$ cat config.mk
export PLATFORM = sky130hd
export DESIGN_NAME = instr_sequencer_flat
export DESIGN_NICKNAME = d
export VERILOG_FILES = /design/src/rtl/instr_sequencer_if.sv /design/src/rtl/instr_sequencer.sv /design/src/flat_wrapper.sv
export SDC_FILE = /design/constraint.sdc
export NUM_CORES = 1
export LEC_CHECK = 0
export CORE_ASPECT_RATIO = 1.2
export CORE_UTILIZATION = 30
export CTS_CLUSTER_DIAMETER = 60
export DETAILED_ROUTE_END_ITERATION = 10
export GPL_TIMING_DRIVEN = 1
export PLACE_DENSITY = 0.65
export SETUP_SLACK_MARGIN = 0.3
export SYNTH_ARGS = -nofsm -noshare
export SYNTH_HDL_FRONTEND = slang
export SYNTH_SLANG_ARGS = --single-unit
$ cat constraint.sdc
create_clock -name i_clk -period 1.98 [get_ports i_clk]
set_input_delay 0.396 -clock i_clk [delete_from_list [all_inputs] [get_ports i_clk]]
set_output_delay 0.396 -clock i_clk [all_outputs]
set_load 0.02 [all_outputs]
$ cat src/rtl/instr_sequencer_if.sv
// Phase-strobe / ROM / status bundle between the phase state machine and the
// instruction sequencer. The state machine (and ROM) side is the master.
interface instr_sequencer_if #(
  parameter int ADDR_W = 8
);
  logic              fetch;
  logic              exec1;
  logic              exec2;
  logic [15:0]       instr;
  logic [ADDR_W-1:0] pc;
  logic [15:0]       ir;
  logic              extra;
  logic              p;
  logic              done;
  logic              err;

  modport master (
    output fetch, exec1, exec2, instr,
    input  pc, ir, extra, p, done, err
  );

  modport slave (
    input  fetch, exec1, exec2, instr,
    output pc, ir, extra, p, done, err
  );
endinterface

$ cat src/rtl/instr_sequencer.sv
// Fetch/decode companion to the CPU phase state machine. Owns PC, IR and the
// repeat counter; tells the state machine when an instruction needs EXEC2 or
// another execute pass, and flags when it retires.
module instr_sequencer #(
  parameter int          ADDR_W       = 8,
  parameter logic [11:0] RESET_PC     = 12'd0,
  parameter logic [15:0] TWO_CYC_MASK = 16'h00F0,
  parameter logic [15:0] REP_MASK     = 16'h0300,
  parameter logic [3:0]  JMP_OP       = 4'hF
) (
  input  logic              i_clk,
  input  logic              i_reset,
  instr_sequencer_if.slave  bus
);

  logic [ADDR_W-1:0] r_pc;
  logic [15:0]       r_ir;
  logic [3:0]        r_rep_cnt;
  logic              r_err;

  logic              w_legal;
  logic [3:0]        w_op;
  logic              w_extra;
  logic              w_p;
  logic              w_pass_end;
  logic              w_done;
  logic              w_rep_nz;
  logic [ADDR_W-1:0] w_jmp_pc;
  logic [ADDR_W-1:0] w_reset_pc;
  logic [ADDR_W+11:0] w_jmp_ext;
  logic [ADDR_W+11:0] w_rst_ext;

  // Phase decode and same-cycle status towards the state machine
  always_comb begin
    w_legal    = $onehot({bus.fetch, bus.exec1, bus.exec2});
    w_op       = r_ir[15:12];
    w_rep_nz   = (r_rep_cnt != 4'd0);
    w_extra    = w_legal & bus.exec1 & TWO_CYC_MASK[w_op];
    w_p        = w_legal & w_rep_nz & (bus.exec1 | bus.exec2);
    w_pass_end = w_legal & ((bus.exec1 & ~w_extra) | bus.exec2);
    w_done     = w_pass_end & ~w_rep_nz;
    // Jump target is IR[11:0] truncated or zero-extended to the PC width
    w_jmp_ext  = {{ADDR_W{1'b0}}, r_ir[11:0]};
    w_jmp_pc   = w_jmp_ext[ADDR_W-1:0];
    w_rst_ext  = {{ADDR_W{1'b0}}, RESET_PC};
    w_reset_pc = w_rst_ext[ADDR_W-1:0];
  end

  // PC, IR, repeat counter and sticky error
  always_ff @(posedge i_clk) begin
    if (i_reset) begin
      r_pc      <= w_reset_pc;
      r_ir      <= 16'h0000;
      r_rep_cnt <= 4'd0;
      r_err     <= 1'b0;
    end else if (!w_legal) begin
      r_err <= 1'b1;
    end else begin
      if (bus.fetch) begin
        r_ir      <= bus.instr;
        r_pc      <= r_pc + 1'b1;
        r_rep_cnt <= REP_MASK[bus.instr[15:12]] ? bus.instr[3:0] : 4'd0;
      end
      if (w_pass_end && w_rep_nz)
        r_rep_cnt <= r_rep_cnt - 4'd1;
      if (w_done && (w_op == JMP_OP))
        r_pc <= w_jmp_pc;
    end
  end

  assign bus.pc    = r_pc;
  assign bus.ir    = r_ir;
  assign bus.extra = w_extra;
  assign bus.p     = w_p;
  assign bus.done  = w_done;
  assign bus.err   = r_err;

endmodule

$ cat src/flat_wrapper.sv
// flat-port wrapper written by rule: the top's interface ports become plain ports
module instr_sequencer_flat 
#(
  parameter int          ADDR_W       = 8,
  parameter logic [11:0] RESET_PC     = 12'd0,
  parameter logic [15:0] TWO_CYC_MASK = 16'h00F0,
  parameter logic [15:0] REP_MASK     = 16'h0300,
  parameter logic [3:0]  JMP_OP       = 4'hF
)
  (i_clk, i_reset, bus_fetch, bus_exec1, bus_exec2, bus_instr, bus_pc, bus_ir, bus_extra, bus_p, bus_done, bus_err);
  instr_sequencer_if #(.ADDR_W(ADDR_W)) bus_i ();
  input  logic i_clk;
  input  logic i_reset;
  input wire logic [$bits(bus_i.fetch)-1:0] bus_fetch;
  input wire logic [$bits(bus_i.exec1)-1:0] bus_exec1;
  input wire logic [$bits(bus_i.exec2)-1:0] bus_exec2;
  input wire logic [$bits(bus_i.instr)-1:0] bus_instr;
  output wire logic [$bits(bus_i.pc)-1:0] bus_pc;
  output wire logic [$bits(bus_i.ir)-1:0] bus_ir;
  output wire logic [$bits(bus_i.extra)-1:0] bus_extra;
  output wire logic [$bits(bus_i.p)-1:0] bus_p;
  output wire logic [$bits(bus_i.done)-1:0] bus_done;
  output wire logic [$bits(bus_i.err)-1:0] bus_err;
  assign bus_i.fetch = bus_fetch;
  assign bus_i.exec1 = bus_exec1;
  assign bus_i.exec2 = bus_exec2;
  assign bus_i.instr = bus_instr;
  assign bus_pc = bus_i.pc;
  assign bus_ir = bus_i.ir;
  assign bus_extra = bus_i.extra;
  assign bus_p = bus_i.p;
  assign bus_done = bus_i.done;
  assign bus_err = bus_i.err;
  instr_sequencer #(.ADDR_W(ADDR_W), .RESET_PC(RESET_PC), .TWO_CYC_MASK(TWO_CYC_MASK), .REP_MASK(REP_MASK), .JMP_OP(JMP_OP)) u_core (.i_clk(i_clk), .i_reset(i_reset), .bus(bus_i));
endmodule
==> reports/metrics.yaml <==
wl_met1_um: 1790
drtIter0Drc: 28
antenna_found_initial: 0
highest_layer: "met4"
async_flop_share_pct: 0
path_class: "in -> out"
cts_buffers: 5
yosysMostFrequentCell: "nand2_1"
initial_core_util_pct: 31.3
synth_warnings: 0
drtPass1Iterations: 4
period_share_pct: 104
placementRows: 27
grt_overflow_total: 0
dp_slack_ns: -0.971
cts_buffer_depth: 2
power_density_nw_per_um2: 574
routed_via_density: 4.88
cp-start-kind: "input port"
grt_max_degree: 16
maxCapViolations: 0
cts.htree.levels: 2
port_buffers: 48
cts_root_buffer: "clkbuf_8"
finalHoldViolations: 0
worst_ep_required_time_ns: 1.58
die_y_um: 78.1
finalSetupViolations: 3
fin_nets: 274
diodes: 0
status: "finished with violations"
critPathBufInv: 4
synthCells: 171
pin_count: 49
grt_pass1_vias: 1425
synth_area_sq_um: 1450
fp.dieW_um: 65.4
r2r_cells: 8
synth_common_cells: "35 x nand2_1, 30 x dfxtp_1, 24 x a21oi_1, 9 x inv_1, 7 x nor3_1"
cp_num_cells: 7
ys_seq_area_share_pct: 41.5
cellLeakagePower_nw: 1.11
failed_checks: "setup timing"
synthToLayoutAreaGrowth_pct: 80.6
wl_met3_um: 190
fin_area_sq_um: 2610
yosysTopAreaCell: "dfxtp_1"
gp_congestion: 0.786
fmax_ghz: 0.486
crit_fanout: 3
drive_above_1_share_pct: 42.0
hpwl_um: 2820
tightest_slew_ns: 0.549
dieArea_sq_um: 5110
avgSynthCellArea_sq_um: 8.47
grt_setup_unrepaired: "yes"
cp_slowest_stage_delay_ns: 0.57
wl_um: 4080
wl_met2_um: 2080
netlist_top_cells_area: "dfxtp_1 41%, nand2_1 9.1%, a21oi_1 8.3%"
slew_viol_final: 0
ir_drop_mv: 0.351
core_area_sq_um: 4630
track_usage_pct: 16.3
synthesis.nets: 195
synth_top_area_share_pct: 41.5
dpl_cell_area_sq_um: 2160
path_cells: "buf_8 -> clkinvlp_4 -> fa_2 -> and2b_2 -> o211ai_4 -> inv_2 -> buf_6"
hp-class: "reg -> reg"
tritoncts: "built"
grt_pass1_wl_um: 6320
ys.flop_type: "dfxtp_1"
wl_per_cell_um: 13.3
clk_latency_ns: 0.28
hold_depth: 2
drt_drc_violations_left: 0
clkSinkCount: 30
crit_family: "adder cells"
ys_ff_latch: 30
cts_hold_buffers: 0
synth_cell_type_count: 41
slowest_stage: "fa_2"
filler_cell_count: 407
finalPower_mw: 1.50
setup_ws_ns: -0.0775
vias: 1504
finalClockSkew_ns: 0.00790
synth_edf_count: 0
clkSlewWorstSetupHoldPaths_ns: 0.06
critPathCaptureType: "primary output"
cp_data_arrival_time_ns: 1.66
relSlewSlack_pct: 63.3
min_period_ns: 2.06
antenna_left: 0
==> layer usage <==
| metal | up-vias | track usage, % |
|---|---|---|
| met5 | - | 0 |
| met3 | 2 | 4.80 |
| met4 | 0 | 5.22 |
| li1 | 757 | - |
| met2 | 39 | 27.8 |
| met1 | 706 | 19.2 |
==> report_power, final <==
group          internal, mW  total (mW)  leakage (nW)  switching [mW]
registers             0.627       0.649         0.244          0.0225
logic                 0.207       0.396         0.820           0.189
clock network         0.235       0.455        0.0438           0.220
total                  1.07        1.50          1.11           0.431
==> layout by cell type, fill, tap and decap left out, drive strengths merged, types with 3 or more instances in the layout <==
cell type,n
nand3,4
dfxtp,30
inv,8
nor2,4
nand4,4
xnor2,4
clkbuf,5
dlygate4sd2,11
nand2,35
nor3,7
a211oi,6
xor2,3
buf,38
dlymetal6s2s,9
a21oi,24
o31ai,5
clkdlybuf4s50,22
==> registers in the layout, indices dropped and copies added, names as in the netlist, named ones only <==
signal	count
u_core.bus.err	1
u_core.bus.ir	16
u_core.bus.pc	8
u_core.r_rep_cnt	4
==> area by class of cell <==
class                   instances  area [sq um]  share of cell area, %
flip-flops and latches         30           603                   23.1
multi-input cells             124          1020                   39.0
inverters                       9          40.0                   1.53
repair buffers                 80           800                   30.6
clock buffers                   5          68.8                   2.63
well taps                      58          72.6                   2.78
clock inverters                 2          10.0                  0.383
==> cells by family (layout without fill, tap and decap cells) <==
| logic type | Yosys count | count (layout) | share of synthesized area, % |
|---|---|---|---|
| muxes | 1 | 1 | 0.691 |
| buffers and inverters | 17 | 96 | 5.19 |
| xor gates and xnor gates | 7 | 7 | 4.24 |
| DFF | 30 | 30 | 41.5 |
| adders and majority gates | 3 | 3 | 3.11 |
| AOI/OAI and AO/OA | 45 | 45 | 22.1 |
| and+or+nand+nor | 68 | 68 | 23.2 |
==> metrics by stage <==
stage	setup TNS (ns)	util, %	hold WS [ns]	std cells
final	-0.162	56.5	0.458	308
after global routing	-0.330	56.5	0.481	308
after CTS	-0.171	51.7	0.466	303
after detailed placement	-18.29	46.7	0.451	291
after global placement	-17.60	46.7	0.445	291
after floorplan	-0.0446	-	0.507	171
==> path summary, 6_finish.rpt <==
check / start / end / slack [ns]
worst max-delay path: bus_exec2 / bus_done / -0.08
worst min-delay path: u_core.bus.ir[11] / u_core.bus.ir[11] / 0.46
worst max register to register: u_core.r_rep_cnt[0] / u_core.bus.pc[1] / 0.14
worst min register to register: u_core.bus.ir[11] / u_core.bus.ir[11] / 0.46
==> repair_timing <==
action	CTS	global route
buffers inserted	5	5
gates resized for setup	83	42
hold endpoints to repair	0	0
pin swaps	31	9
endpoints found under the setup margin	39	41
==> worst register-to-register path, cell delays in order (launching register included) <==
cell	delay, ns
dfxtp_2	0.31
inv_1	0.06
ha_1	0.17
nor3b_4	0.29
o211ai_4	0.15
buf_4	0.16
buf_6	0.12
or2_4	0.31
a311oi_4	0.20
(Power assumes the default switching activity.)
